<file path="config.mk">
export PLATFORM = sky130hd
export DESIGN_NAME = odu_slot_scheduler
export DESIGN_NICKNAME = d
export VERILOG_FILES = /design/src/rtl/odu_pkg.sv /design/src/rtl/odu_rate_step.sv /design/src/rtl/odu_slot_scheduler.sv
export SDC_FILE = /design/constraint.sdc
export NUM_CORES = 1
export LEC_CHECK = 0
export CORE_MARGIN = 1.5
export CORE_UTILIZATION = 57
export CTS_BUF_LIST = sky130_fd_sc_hd__clkbuf_16
export DETAILED_ROUTE_END_ITERATION = 10
export HOLD_SLACK_MARGIN = 0.05
export PLACE_DENSITY = 0.76
export SLEW_MARGIN = 25
export SYNTH_ARGS = -nofsm -noshare
export SYNTH_HDL_FRONTEND = slang
export SYNTH_HIERARCHICAL = 1
export SYNTH_SLANG_ARGS = --single-unit
export TNS_END_PERCENT = 50
</file>
<file path="constraint.sdc">
create_clock -name clk -period 8.89 [get_ports clk]
set_input_delay 1.778 -clock clk [delete_from_list [all_inputs] [get_ports clk]]
set_output_delay 1.778 -clock clk [all_outputs]
set_load 0.01 [all_outputs]
</file>
<file path="src/rtl/odu_pkg.sv">
// Shared definitions for the ODU slot scheduler: channel count default,
// FSM state encoding and the per-type rate constants (X step, Y threshold).
package odu_pkg;

   localparam int NUM_CH_DEF = 8;
   localparam int ACC_W_DEF  = 32;

   localparam logic [1:0] ST_IDLE  = 2'd0;
   localparam logic [1:0] ST_RUN   = 2'd1;
   localparam logic [1:0] ST_STALL = 2'd2;

   localparam int unsigned TYPE0_X = 9;
   localparam int unsigned TYPE0_Y = 74984;
   localparam int unsigned TYPE2_X = 7;
   localparam int unsigned TYPE2_Y = 9373;

   // Accumulator increment for a channel rate type (0 = type0, 1 = type2)
   function automatic int unsigned rate_x(input logic typ);
      return typ ? TYPE2_X : TYPE0_X;
   endfunction

   // Grant threshold for a channel rate type
   function automatic int unsigned rate_y(input logic typ);
      return typ ? TYPE2_Y : TYPE0_Y;
   endfunction

endpackage

</file>
<file path="src/rtl/odu_rate_step.sv">
// One evaluation of a channel's rate accumulator: grant and subtract Y when
// the accumulator has reached the threshold, otherwise add the X step.
module odu_rate_step
   import odu_pkg::*;
#(
   parameter int ACC_W = ACC_W_DEF
) (
   input  logic [ACC_W-1:0] acc_i,
   input  logic             type_i,
   output logic [ACC_W-1:0] acc_nxt_o,
   output logic             gen_o
);

   logic [ACC_W-1:0] x_c;
   logic [ACC_W-1:0] y_c;

   // Select the rate constants and compute the next accumulator value
   always_comb begin
      x_c   = ACC_W'(rate_x(type_i));
      y_c   = ACC_W'(rate_y(type_i));
      gen_o = (acc_i >= y_c);
      if (gen_o) begin
         acc_nxt_o = acc_i - y_c;
      end else begin
         acc_nxt_o = acc_i + x_c;
      end
   end

endmodule

</file>
<file path="src/rtl/odu_slot_scheduler.sv">
// ODU slot scheduler: a round-robin slot pointer visits one tributary channel
// per cycle and a shared rate engine decides whether that channel gets a
// data-generation grant. Grants are held (and everything frozen) while the
// downstream is not ready.
module odu_slot_scheduler
   import odu_pkg::*;
#(
   parameter int NUM_CH = NUM_CH_DEF,
   parameter int CH_W   = 3,
   parameter int ACC_W  = ACC_W_DEF
) (
   input  logic            clk,
   input  logic            rst,
   input  logic            run_start,
   input  logic            run_stop,
   input  logic            cfg_wr,
   input  logic [CH_W-1:0] cfg_ch,
   input  logic            cfg_en,
   input  logic            cfg_type,
   input  logic            gen_ready,
   output logic            gen_valid,
   output logic [CH_W-1:0] gen_ch,
   output logic            slot_wrap,
   output logic            running
);

   logic [1:0]        state_q, state_d;
   logic              stop_pend_q, stop_pend_d;
   logic [CH_W-1:0]   slot_q;
   logic [ACC_W-1:0]  acc_q [NUM_CH];
   logic [NUM_CH-1:0] en_q;
   logic [NUM_CH-1:0] type_q;
   logic              gen_valid_q;
   logic [CH_W-1:0]   gen_ch_q;
   logic              slot_wrap_q;

   logic              eval;
   logic              gv_clr;
   logic              cfg_hit;
   logic              grant;
   logic [ACC_W-1:0]  step_acc;
   logic              step_gen;

   odu_rate_step #(.ACC_W(ACC_W)) u_step (
      .acc_i     (acc_q[slot_q]),
      .type_i    (type_q[slot_q]),
      .acc_nxt_o (step_acc),
      .gen_o     (step_gen)
   );

   // Run/stall control: a held beat always completes before stopping
   always_comb begin
      state_d     = state_q;
      stop_pend_d = stop_pend_q;
      eval        = 1'b0;
      gv_clr      = 1'b0;
      case (state_q)
         ST_IDLE: begin
            if (run_start && !run_stop) state_d = ST_RUN;
         end
         ST_RUN: begin
            if (gen_valid_q && !gen_ready) begin
               state_d     = ST_STALL;
               stop_pend_d = run_stop;
            end else if (run_stop) begin
               state_d = ST_IDLE;
               gv_clr  = 1'b1;
            end else begin
               eval = 1'b1;
            end
         end
         ST_STALL: begin
            if (run_stop) stop_pend_d = 1'b1;
            if (gen_ready) begin
               gv_clr      = 1'b1;
               stop_pend_d = 1'b0;
               state_d     = (stop_pend_q || run_stop) ? ST_IDLE : ST_RUN;
            end
         end
         default: state_d = ST_IDLE;
      endcase
   end

   // A configuration write to the slot under evaluation suppresses its grant
   assign cfg_hit = cfg_wr && (cfg_ch == slot_q);
   assign grant   = eval && en_q[slot_q] && !cfg_hit && step_gen;

   // Control state, slot pointer and registered grant outputs
   always_ff @(posedge clk or posedge rst) begin
      if (rst) begin
         state_q     <= ST_IDLE;
         stop_pend_q <= 1'b0;
         slot_q      <= '0;
         gen_valid_q <= 1'b0;
         gen_ch_q    <= '0;
         slot_wrap_q <= 1'b0;
      end else begin
         state_q     <= state_d;
         stop_pend_q <= stop_pend_d;
         slot_wrap_q <= eval && (slot_q == CH_W'(NUM_CH - 1));
         if (eval) begin
            gen_valid_q <= grant;
            if (grant) gen_ch_q <= slot_q;
            slot_q <= slot_q + 1'b1;
         end else if (gv_clr) begin
            gen_valid_q <= 1'b0;
         end
      end
   end

   // Per-channel configuration and accumulator update
   always_ff @(posedge clk or posedge rst) begin
      if (rst) begin
         for (int i = 0; i < NUM_CH; i++) acc_q[i] <= '0;
         en_q   <= '0;
         type_q <= '0;
      end else begin
         for (int i = 0; i < NUM_CH; i++) begin
            if (cfg_wr && (cfg_ch == CH_W'(i))) begin
               acc_q[i]  <= '0;
               en_q[i]   <= cfg_en;
               type_q[i] <= cfg_type;
            end else if (eval && (slot_q == CH_W'(i)) && en_q[i]) begin
               acc_q[i] <= step_acc;
            end
         end
      end
   end

   assign gen_valid = gen_valid_q;
   assign gen_ch    = gen_ch_q;
   assign slot_wrap = slot_wrap_q;
   assign running   = (state_q != ST_IDLE);

endmodule

</file>
==> impl_metrics.yaml <==
floorplan:
  rows: 57
  die_width_um: 159.5
  start_util: 0.5772
  design.core.area_mm2: 0.02418
  ios: 17
  dieArea_mm2: 0.02543
  chipHeight_um: 159.5
setup_path:
  criticalPathCategory: "reg2reg"
  worst_setup_path_start_kind: "register"
  slowest_delay_ps: 1080
  critical_path.max_fanout: 46
  worst-endpoint-arrival_ps: 6140
  end_kind: "register"
  rr_startpoint: "slot_q[0]$_DFFE_PP0N_"
  cp_data_required_time_ps: 9390
  path_cells: "buf_4, mux4_2, nand2_1, nand2_1, or4_4, or3_4, or4_4, o21ai_0, nor4_1, xor2_1, a22o_1"
  crit_path_from: "slot_q[0]$_DFFE_PP0N_"
  critical_path.slowest_cell: "sky130_fd_sc_hd__dfrtp_4"
detailed_routing:
  dr_total_vias: 9804
  drt-total-wl_um: 36300
  detail-route-antenna-nets: 0
  length_of_the_first_detailed_routing_pass_in_iterations: 6
  wire_per_inst_um: 25.17
  post-route-drc-count: 0
  dr.first_iter.drc_count: 1029
  vias_per_cell: 6.799
hold_path:
  worst_hold_startpoint: "type_q[3]$_DFFE_PP0P_"
  worst_hold_path_type: "reg2reg"
run:
  max_cap_violations: 0
timing:
  setup-tns-final_ps: 0
  grt_setup_unrepaired: "no"
  postLayoutSetupSlackWorst_ps: 3247
  setup_viol: 0
  layout_min_cycle_time_ps: 5643
  max_clock_freq_ghz: 0.1772
  final.setup_skew_ps: 14.27
  finalMaxSlewViolations: 0
  hold_viol: 0
  worstMarginPinSlew_ps: 1062
  finalCritPeriodShare: 0.6347
  slew_headroom: 0.2842
clock_tree:
  tritoncts.num_buffers: 31
  post_cts_hold_buffer_count: 0
  tritoncts: "done"
  cts_sinks: 283
  post-cts-setup-buffers: 0
  clk_pin_slew_ps: 60
  clkLatencyLatePin_ps: 560
  cts.root.buffer_cell: "sky130_fd_sc_hd__clkbuf_16"
  clock_path_buffers: 3
  cts_resized: 0
  htreeDepth: 1
yosys:
  postSynthCellCount: 1137
  synth_cell_type_count: 71
  synth_edf_count: 0
  syn-mean-instance-area_um2: 12.27
  synth.yosys.seq_area_share: 0.5074
  synth.ff_latch_count: 283
  net_count_after_synthesis: 1169
  synth.yosys.warnings: 6
  postSynth.asyncResetShare: 1.000
  netlist_area_mm2: 0.01396
  post_synth_top_flop: "sky130_fd_sc_hd__dfrtp_1"
cells_and_area:
  layout.nets: 1125
  count_of_filler_cells_inserted_in_the_layout: 1775
  antenna_cells: 0
  area_delta_synth_final_pct: 11.44
  final_common_cell: "sky130_fd_sc_hd__dfrtp_1"
  final_layout_size_suffix_gt1_frac: 0.1744
  mostFrequentLayoutCells: "280 x sky130_fd_sc_hd__dfrtp_1, 256 x sky130_fd_sc_hd__a22o_1, 138 x sky130_fd_sc_hd__nand2_1"
placement:
  place_worst_setup_slack_ps: 3292
  place.gp.congestion: 0.9451
  dp.final_hpwl_um: 20620
  place.port_buffers: 16
grt:
  vias_in_the_first_global_route: 10160
  antenna_found_initial: 0
  wire_length_of_the_first_global_routing_pass_um: 58500
  grt_start_max_net_pins: 156
  globalRouteTotalUtil: 0.2934
  globalRoute.totalOverflow: 0
outcome:
  run_status: "finished clean"
power:
  powerDensity_mw_per_mm2: 259.3
  leakagePower_nw: 7.158
  worst_vdd_drop_uv: 250.9
-- registers in the layout, summed over array words and instances (netlist names) --
name,cells
acc_q,256
en_q,8
type_q,8
gen_ch,3
slot_q,3
state_q,2
gen_valid,1
slot_wrap,1
stop_pend_q,1
-- where the power goes --
| part | internal (mW) | leakage, nW | switching (mW) |
|---|---|---|---|
| registers | 1.38 | 3.90 | 0.150 |
| logic | 0.410 | 2.69 | 0.624 |
| clock network | 0.926 | 0.569 | 0.541 |
| total | 2.72 | 7.16 | 1.32 |
-- cells in the mapped netlist (15+ instances only) --
library cell               number  share of area
sky130_fd_sc_hd__nand2_1      138          0.037
sky130_fd_sc_hd__mux4_2        68           0.11
sky130_fd_sc_hd__dfrtp_1      283           0.51
sky130_fd_sc_hd__xnor2_1       26          0.016
sky130_fd_sc_hd__inv_1         16         0.0043
sky130_fd_sc_hd__ha_1          20          0.018
sky130_fd_sc_hd__clkbuf_1      52          0.014
sky130_fd_sc_hd__a22o_1       256           0.16
sky130_fd_sc_hd__buf_1         34         0.0091
sky130_fd_sc_hd__buf_2         27         0.0097
sky130_fd_sc_hd__nor3_1        15         0.0054
sky130_fd_sc_hd__nor2_1        21         0.0056
sky130_fd_sc_hd__o21ai_0       16         0.0057
-- path summary, 6_finish.rpt --
| kind | to | slack (ps) | depth (start not counted) |
|---|---|---|---|
| setup / recovery | acc_q[57]$_DFFE_PP0P_ | 3250 | 11 |
| hold / removal | type_q[3]$_DFFE_PP0P_ | 490 | 2 |
| setup reg to reg | acc_q[57]$_DFFE_PP0P_ | 3250 | 11 |
| hold reg to reg | type_q[3]$_DFFE_PP0P_ | 490 | 2 |
| max in group asynchronous | acc_q[158]$_DFFE_PP0P_ | 5780 | 4 |
| min in group asynchronous | type_q[7]$_DFFE_PP0P_ | 1790 | 3 |
-- layer usage --
layer	vias up	wire (µm)	GRT usage	part of all wire
met1	5066	14970	0.4077	0.41
met2	460	17200	0.4708	0.47
met4	0	868	0.07762	0.024
met5	-	0	0	0
met3	70	3268	0.06694	0.090
li1	4208	-	-	-
-- layout make-up --
cell class | count | area [µm²] | area share
Multi-Input combinational cell | 718 | 6449 | 0.4146
Clock inverter | 27 | 397.9 | 0.02558
Clock buffer | 31 | 775.7 | 0.04988
Timing Repair Buffer | 40 | 356.6 | 0.02293
Inverter | 19 | 77.57 | 0.004988
Tap cell | 324 | 405.4 | 0.02607
Sequential cell | 283 | 7091 | 0.4559
-- through the flow --
stage                     area (µm²)  hold WS (ps)  power [mW]  utilization  cells
final                          15550         488.0       4.033       0.6433   1442
after global routing           15550         506.0       4.197       0.6433   1442
after CTS                      15550         489.7       4.040       0.6431   1442
after detailed placement       14380         474.9       2.573       0.5946   1384
after global placement         14380         456.5       2.552       0.5946   1384
after floorplan                13960         440.5       2.292            -   1137
-- kinds of logic after synthesis --
| group | count (synthesis) | synth area share |
|---|---|---|
| DFF | 283 | 0.5074 |
| and+or+nand+nor | 238 | 0.08248 |
| muxes | 92 | 0.1289 |
| AOI/OAI and AO/OA | 329 | 0.1969 |
| buffers and inverters | 136 | 0.04106 |
| xor gates and xnor gates | 38 | 0.02385 |
| adders and majority gates | 21 | 0.01937 |
-- critical path, delay by kind of cell (launching register included) --
kind / cells / cell delay [ps]
and+or+nand+nor: 6 / 1840
buffers and inverters: 1 / 620
AOI/OAI and AO/OA: 2 / 820
muxes: 1 / 580
DFF: 1 / 1080
xor gates and xnor gates: 1 / 610
No activity file was read; power rests on OpenSTA's default activity.
